$ cat config.mk
export PLATFORM = sky130hd
export DESIGN_NAME = prog_ram_loader
export DESIGN_NICKNAME = d
export VERILOG_FILES = /design/src/rtl/prog_ram_loader.sv
export SDC_FILE = /design/constraint.sdc
export NUM_CORES = 1
export LEC_CHECK = 0
export ABC_CLOCK_PERIOD_IN_PS = 24500
export CAP_MARGIN = 20
export CELL_PAD_IN_SITES_DETAIL_PLACEMENT = 1
export CELL_PAD_IN_SITES_GLOBAL_PLACEMENT = 1
export CORE_MARGIN = 5
export CORE_UTILIZATION = 52
export CTS_BUF_LIST = sky130_fd_sc_hd__clkbuf_16
export DETAILED_ROUTE_END_ITERATION = 10
export DONT_BUFFER_PORTS = 1
export GPL_TIMING_DRIVEN = 1
export PLACE_DENSITY_LB_ADDON = 0.05
export SETUP_SLACK_MARGIN = 0.2
export SLEW_MARGIN = 10
export SYNTH_ARGS = -nofsm -noshare
export SYNTH_HDL_FRONTEND = slang
export SYNTH_SLANG_ARGS = --single-unit
export TNS_END_PERCENT = 100
$ cat constraint.sdc
create_clock -name clk -period 24.5 [get_ports clk]
set_clock_uncertainty 0.15 [all_clocks]
set_input_delay 2.45 -clock clk [delete_from_list [all_inputs] [get_ports clk]]
set_output_delay 2.45 -clock clk [all_outputs]
set_load 0.02 [all_outputs]
$ cat src/rtl/prog_ram_loader.sv
// prog_ram_loader: byte-serial program loader feeding a writable instruction RAM.
// Ports: clk/reset (async, active-high); load_start restarts a load;
// byte_in/byte_valid/byte_ready form the host byte handshake;
// PC/IR form the core's combinational read port;
// cpu_hold, load_done, err and word_count report load status.
module prog_ram_loader #(
    parameter int          DEPTH    = 32,
    parameter logic [15:0] HLT_WORD = 16'hF000
) (
    input  logic        clk,
    input  logic        reset,
    input  logic        load_start,
    input  logic [7:0]  byte_in,
    input  logic        byte_valid,
    output logic        byte_ready,
    input  logic [7:0]  PC,
    output logic [15:0] IR,
    output logic        cpu_hold,
    output logic        load_done,
    output logic        err,
    output logic [7:0]  word_count
);
    localparam logic [2:0] S_IDLE = 3'd0;
    localparam logic [2:0] S_LEN  = 3'd1;
    localparam logic [2:0] S_HI   = 3'd2;
    localparam logic [2:0] S_LO   = 3'd3;
    localparam logic [2:0] S_DONE = 3'd4;
    localparam logic [7:0] DEPTH8 = 8'(DEPTH);

    logic [2:0]  state_q, state_d;
    logic [7:0]  n_q, n_d, hi_q, hi_d, ptr_q, ptr_d, cnt_q, cnt_d;
    logic        err_q, err_d, hold_q, hold_d, we;
    logic [15:0] mem_q [DEPTH];
    logic [15:0] rd;
    logic        xfer;

    assign byte_ready = (state_q == S_LEN) || (state_q == S_HI) || (state_q == S_LO);
    assign xfer       = byte_valid && byte_ready;
    assign load_done  = state_q == S_DONE;
    assign cpu_hold   = hold_q;
    assign err        = err_q;
    assign word_count = cnt_q;
    assign IR         = hold_q ? HLT_WORD : rd;

    // Decoding PC against each entry keeps out-of-range addresses on HLT_WORD.
    always_comb begin
        rd = HLT_WORD;
        for (int i = 0; i < DEPTH; i++)
            if (PC == 8'(i)) rd = mem_q[i];
    end

    // A restart wins over any byte transferred on the same edge; that byte is dropped.
    always_comb begin
        state_d = state_q;
        n_d     = n_q;
        hi_d    = hi_q;
        ptr_d   = ptr_q;
        cnt_d   = cnt_q;
        err_d   = err_q;
        hold_d  = hold_q;
        we      = 1'b0;
        if (load_start) begin
            state_d = S_LEN;
            ptr_d   = 8'd0;
            cnt_d   = 8'd0;
            err_d   = 1'b0;
            hold_d  = 1'b1;
        end else begin
            case (state_q)
                S_LEN: if (xfer) begin
                    n_d = byte_in;
                    if (byte_in == 8'd0 || byte_in > DEPTH8) begin
                        err_d   = 1'b1;
                        state_d = S_IDLE;
                    end else state_d = S_HI;
                end
                S_HI: if (xfer) begin
                    hi_d    = byte_in;
                    state_d = S_LO;
                end
                S_LO: if (xfer) begin
                    we      = 1'b1;
                    ptr_d   = ptr_q + 8'd1;
                    cnt_d   = cnt_q + 8'd1;
                    state_d = (ptr_q + 8'd1 == n_q) ? S_DONE : S_HI;
                end
                S_DONE: begin
                    state_d = S_IDLE;
                    hold_d  = 1'b0;
                end
                default: state_d = S_IDLE;
            endcase
        end
    end

    always_ff @(posedge clk or posedge reset) begin
        if (reset) begin
            state_q <= S_IDLE;
            n_q     <= 8'd0;
            hi_q    <= 8'd0;
            ptr_q   <= 8'd0;
            cnt_q   <= 8'd0;
            err_q   <= 1'b0;
            hold_q  <= 1'b0;
        end else begin
            state_q <= state_d;
            n_q     <= n_d;
            hi_q    <= hi_d;
            ptr_q   <= ptr_d;
            cnt_q   <= cnt_d;
            err_q   <= err_d;
            hold_q  <= hold_d;
        end
    end

    always_ff @(posedge clk or posedge reset) begin
        if (reset) begin
            for (int i = 0; i < DEPTH; i++) mem_q[i] <= HLT_WORD;
        end else if (we) begin
            for (int i = 0; i < DEPTH; i++)
                if (ptr_q == 8'(i)) mem_q[i] <= {hi_q, byte_in};
        end
    end
endmodule
==> metrics list <==
- Summed over all nets, the half-perimeter wirelength after detailed placement is 58.18 mm.
* Number of CTS-inserted buffers: 60
- For this run, the post-layout net count is 2142.
- After detailed routing, the average wire length per cell comes to 33.43 microns.
- In this run the critical register-to-register path is captured at mem_q[298].
* Number of buffers inserted to repair setup after CTS: 0
- Number of clock sinks seen by CTS: 549
- In this run the core area contains 83 standard-cell rows.
- In this run, post-CTS hold repair placed 0 buffers.
- Counting instances, the worst hold path has a depth of 1.
* Number of endpoints failing setup at the final stage: 0
- Start-to-end type of the worst setup path: primary input to primary output
* Placed instance count: 2733
- Filler cells: 5118
- The via count of the first global-routing pass is roughly 21000.
- Entering global routing, the biggest net connects 184 pins.
- Commonest non-fill, non-tap cell in the layout: mux2_2
- Critical hold path startpoint: mem_q[23]
- Top-level port count: 48
* Post-synthesis cell count: 2192
* Most frequent cells in the layout: mux2_2 (524), dfrtp_1 (421), dfstp_2 (128)
- Internal Dissipation: between 1000 and 1500 uW
* Total of buffers placed on input and output ports: 0
* Placeable core area: 51300 sq um
- Library cell occupying the most area in the post-synthesis netlist: dfrtp_1
- At the pin with the least slew margin, the transition time is 1.124 ns.
- FMAX: 121.8 MHz
* Number of iterations in the first detailed-routing pass: 6
- Counting flops with an async set or reset pin after synthesis yields a share of 100.0%.
- Number of violations of the max-capacitance limit: 0
* Antenna violations before repair: 2
* Largest voltage drop on the vdd net: roughly 0.056 mV
- Summed over all failing endpoints, the final setup total negative slack is 0 ns.
* Number of distinct library cells after synthesis: 90
- Summed over all nets, the switching power comes to 458.3 uW.
- The total overflow left after global routing is 0.
* Level count of the clock H-tree: 2
* Number of synthesized register bits: 549
* Clk pwr share: 45.4%
- Max-slew violations: 0
* Number of warnings issued by yosys: 0
- In this run the cell area measured after placement is 27420 sq um.
- Proportion of total power due to net switching: about 24%
- STA classifies the critical path endpoint as a primary output.
- CTS tree: built
- After clock tree synthesis, the repair step resized 0 gates.
- Detailed-route DRC error count: 0
- Starting density of the core: a little over half
- Setup repair after global routing missed its margin: false
- Cell at the root of the clock tree: clkbuf_16
- Layout cell share with drive strength beyond 1: approximately two fifths
- Via total after detailed routing: 19244
* Data arrival time of the critical path: ~5.6 ns
* Critical Path Start Type: primary input
- The synthesized design contains 0 enable-type register cells.
* Worst-skew pair later-pin latency: between 0.6 and 0.7 ns
- Via-per-instance ratio: 6.752
* Yosys top cell area share: 39.09%
* Reported leakage power: 0.01308 uW
* Reg clk slew, reported paths: 0.06 ns
- In this run, the number of DRC markers left after iteration 0 of detailed routing was 1740.
* Total die area: 56490 sq um
- The path with the worst hold slack has its endpoint at mem_q[23].
- The first global-routing pass estimated 142.4 mm of wire.
- The detail route stage leaves a number of antenna-violating nets equal to 0.
* Max-slew headroom at the worst pin: 25.10%
* Final Hold Vio Count: 0
* Final cell utilization of the core: 57.08%
* Critical path peak fanout: 16
- STA puts the critical path data required time at 21.90 ns.
* Register-to-register setup slack: 21.60 ns
- Max clock buf depth: 3
- Of the synthesized area, sequential elements account for 51.56%.
- Synth Net Count: 2217
- Mapped Avg Cell Area: 12.30 sq um
- Placer Congestion: 0.9308
* Final wirelength: 95.27 mm
- Hold Path Class: flip-flop to flip-flop
- Die boundary height: about 240 microns
- The finished cells cover 29280 sq um.
- RR Startpoint: ptr_q[5]
* Post-layout instance count excluding filler cells: 2850
- Ys flop type: dfrtp_1
- The die is 237.7 microns wide.
- Biggest area contributors in the synthesized netlist: dfrtp_1 (39%), mux2_2 (22%), dfstp_2 (12%)
* Power density of the placed cells: 63.90 nW/um^2
- Depth of the most critical reg-to-reg path: 4
* Outcome: complete, no violations
- Crit path time final: around 8.2 ns
* Part of the power in combinational logic: 5.2%
- Share of the clock period used by the worst path after layout: 33.52%
* Cell Area, Synth: 26950 sq um
- Of the total power, registers draw 49.4%.
- From synthesis to final layout, the design area changed by 8.634%.
- GRT Total Usage: 33.55%
cell type report:
| type | instances | area, sq um | share of cell area (%) |
|---|---|---|---|
| Tap cell | 680 | 850.8 | 2.906 |
| Antenna cell | 1 | 2.502 | 0.008546 |
| Clock buffer | 61 | 1526 | 5.213 |
| Inverter | 15 | 63.81 | 0.2179 |
| Multi-Input combinational cell | 1434 | 12150 | 41.48 |
| Sequential cell | 549 | 13900 | 47.47 |
| Clock inverter | 53 | 277.8 | 0.9486 |
| Timing Repair Buffer | 57 | 515.5 | 1.761 |
Yosys cell counts, types with 17 or more instances:
cell type    n
a21oi_1     88
o211ai_1    19
nand3_1     58
nor2_1      83
o22ai_1     31
mux2_2     524
mux2i_1     44
mux2_1      27
a221oi_1    17
dfrtp_1    421
a22oi_1     18
buf_4       23
nor2_2      28
buf_2       67
a31oi_1     18
o21ai_0     66
clkbuf_1    96
nor3_1      27
nand2_1     84
dfstp_2    128
nand4_1     18
worst max path at each step:
stage           from        to  cells after the start
2_1_floorplan  reset  cpu_hold                      1
3_3_place_gp   PC[7]     IR[1]                      5
3_5_place_dp   PC[7]     IR[1]                      5
4_1_cts        PC[7]     IR[1]                      5
5_1_grt        PC[7]    IR[14]                      6
6_report       PC[7]     IR[1]                      5
power by group through the flow:
stage	logic, uW	clock network, uW	registers (uW)
final	97.4	850	924
after global routing	104	899	924
after CTS	93.7	858	925
after detailed placement	93.3	0	941
after global placement	87.9	0	941
after floorplan	77.3	0	935
worst max-delay path, stage by stage:
cell and delay, ns:
or4b_1 0.98, nor3_4 0.76, a221oi_1 0.19, or3_1 0.41, a31oi_1 0.79
metal layers:
metal | global-route usage, % | part of all wire (%)
met1 | 45.87 | 41
met2 | 52.84 | 46
met3 | 6.219 | 7.4
met4 | 14.59 | 5.0
met5 | 0 | 0
sequential cells by signal, indices dropped and copies added, names as in the netlist:
name and cells:
cpu_hold 1, err 1, hi_q 8, mem_q 512
n_q 8, ptr_q 8, state_q 3, word_count 8
logic make-up after synthesis:
kind of cell	count (synthesis)	synth area share, %
XOR/XNOR	25	0.8124
adder cells (fa/ha/maj)	5	0.2321
buffers and inverters	209	3.598
AND/OR/NAND/NOR	395	7.817
multiplexers	611	25.99
flip-flops	549	51.56
AO/OA/AOI/OAI	398	9.985
metrics by stage:
step                total power (uW)  hold WS (ns)  setup slack, ns
CTS                             1876        0.3356            16.39
detailed placement              1034        0.3203            16.40
global route                    1927        0.3496            16.24
global placement                1029        0.3150            16.34
finish                          1871        0.3335            16.29
floorplan                       1013        0.2984            6.763
Power figures use the tool's default switching activity.
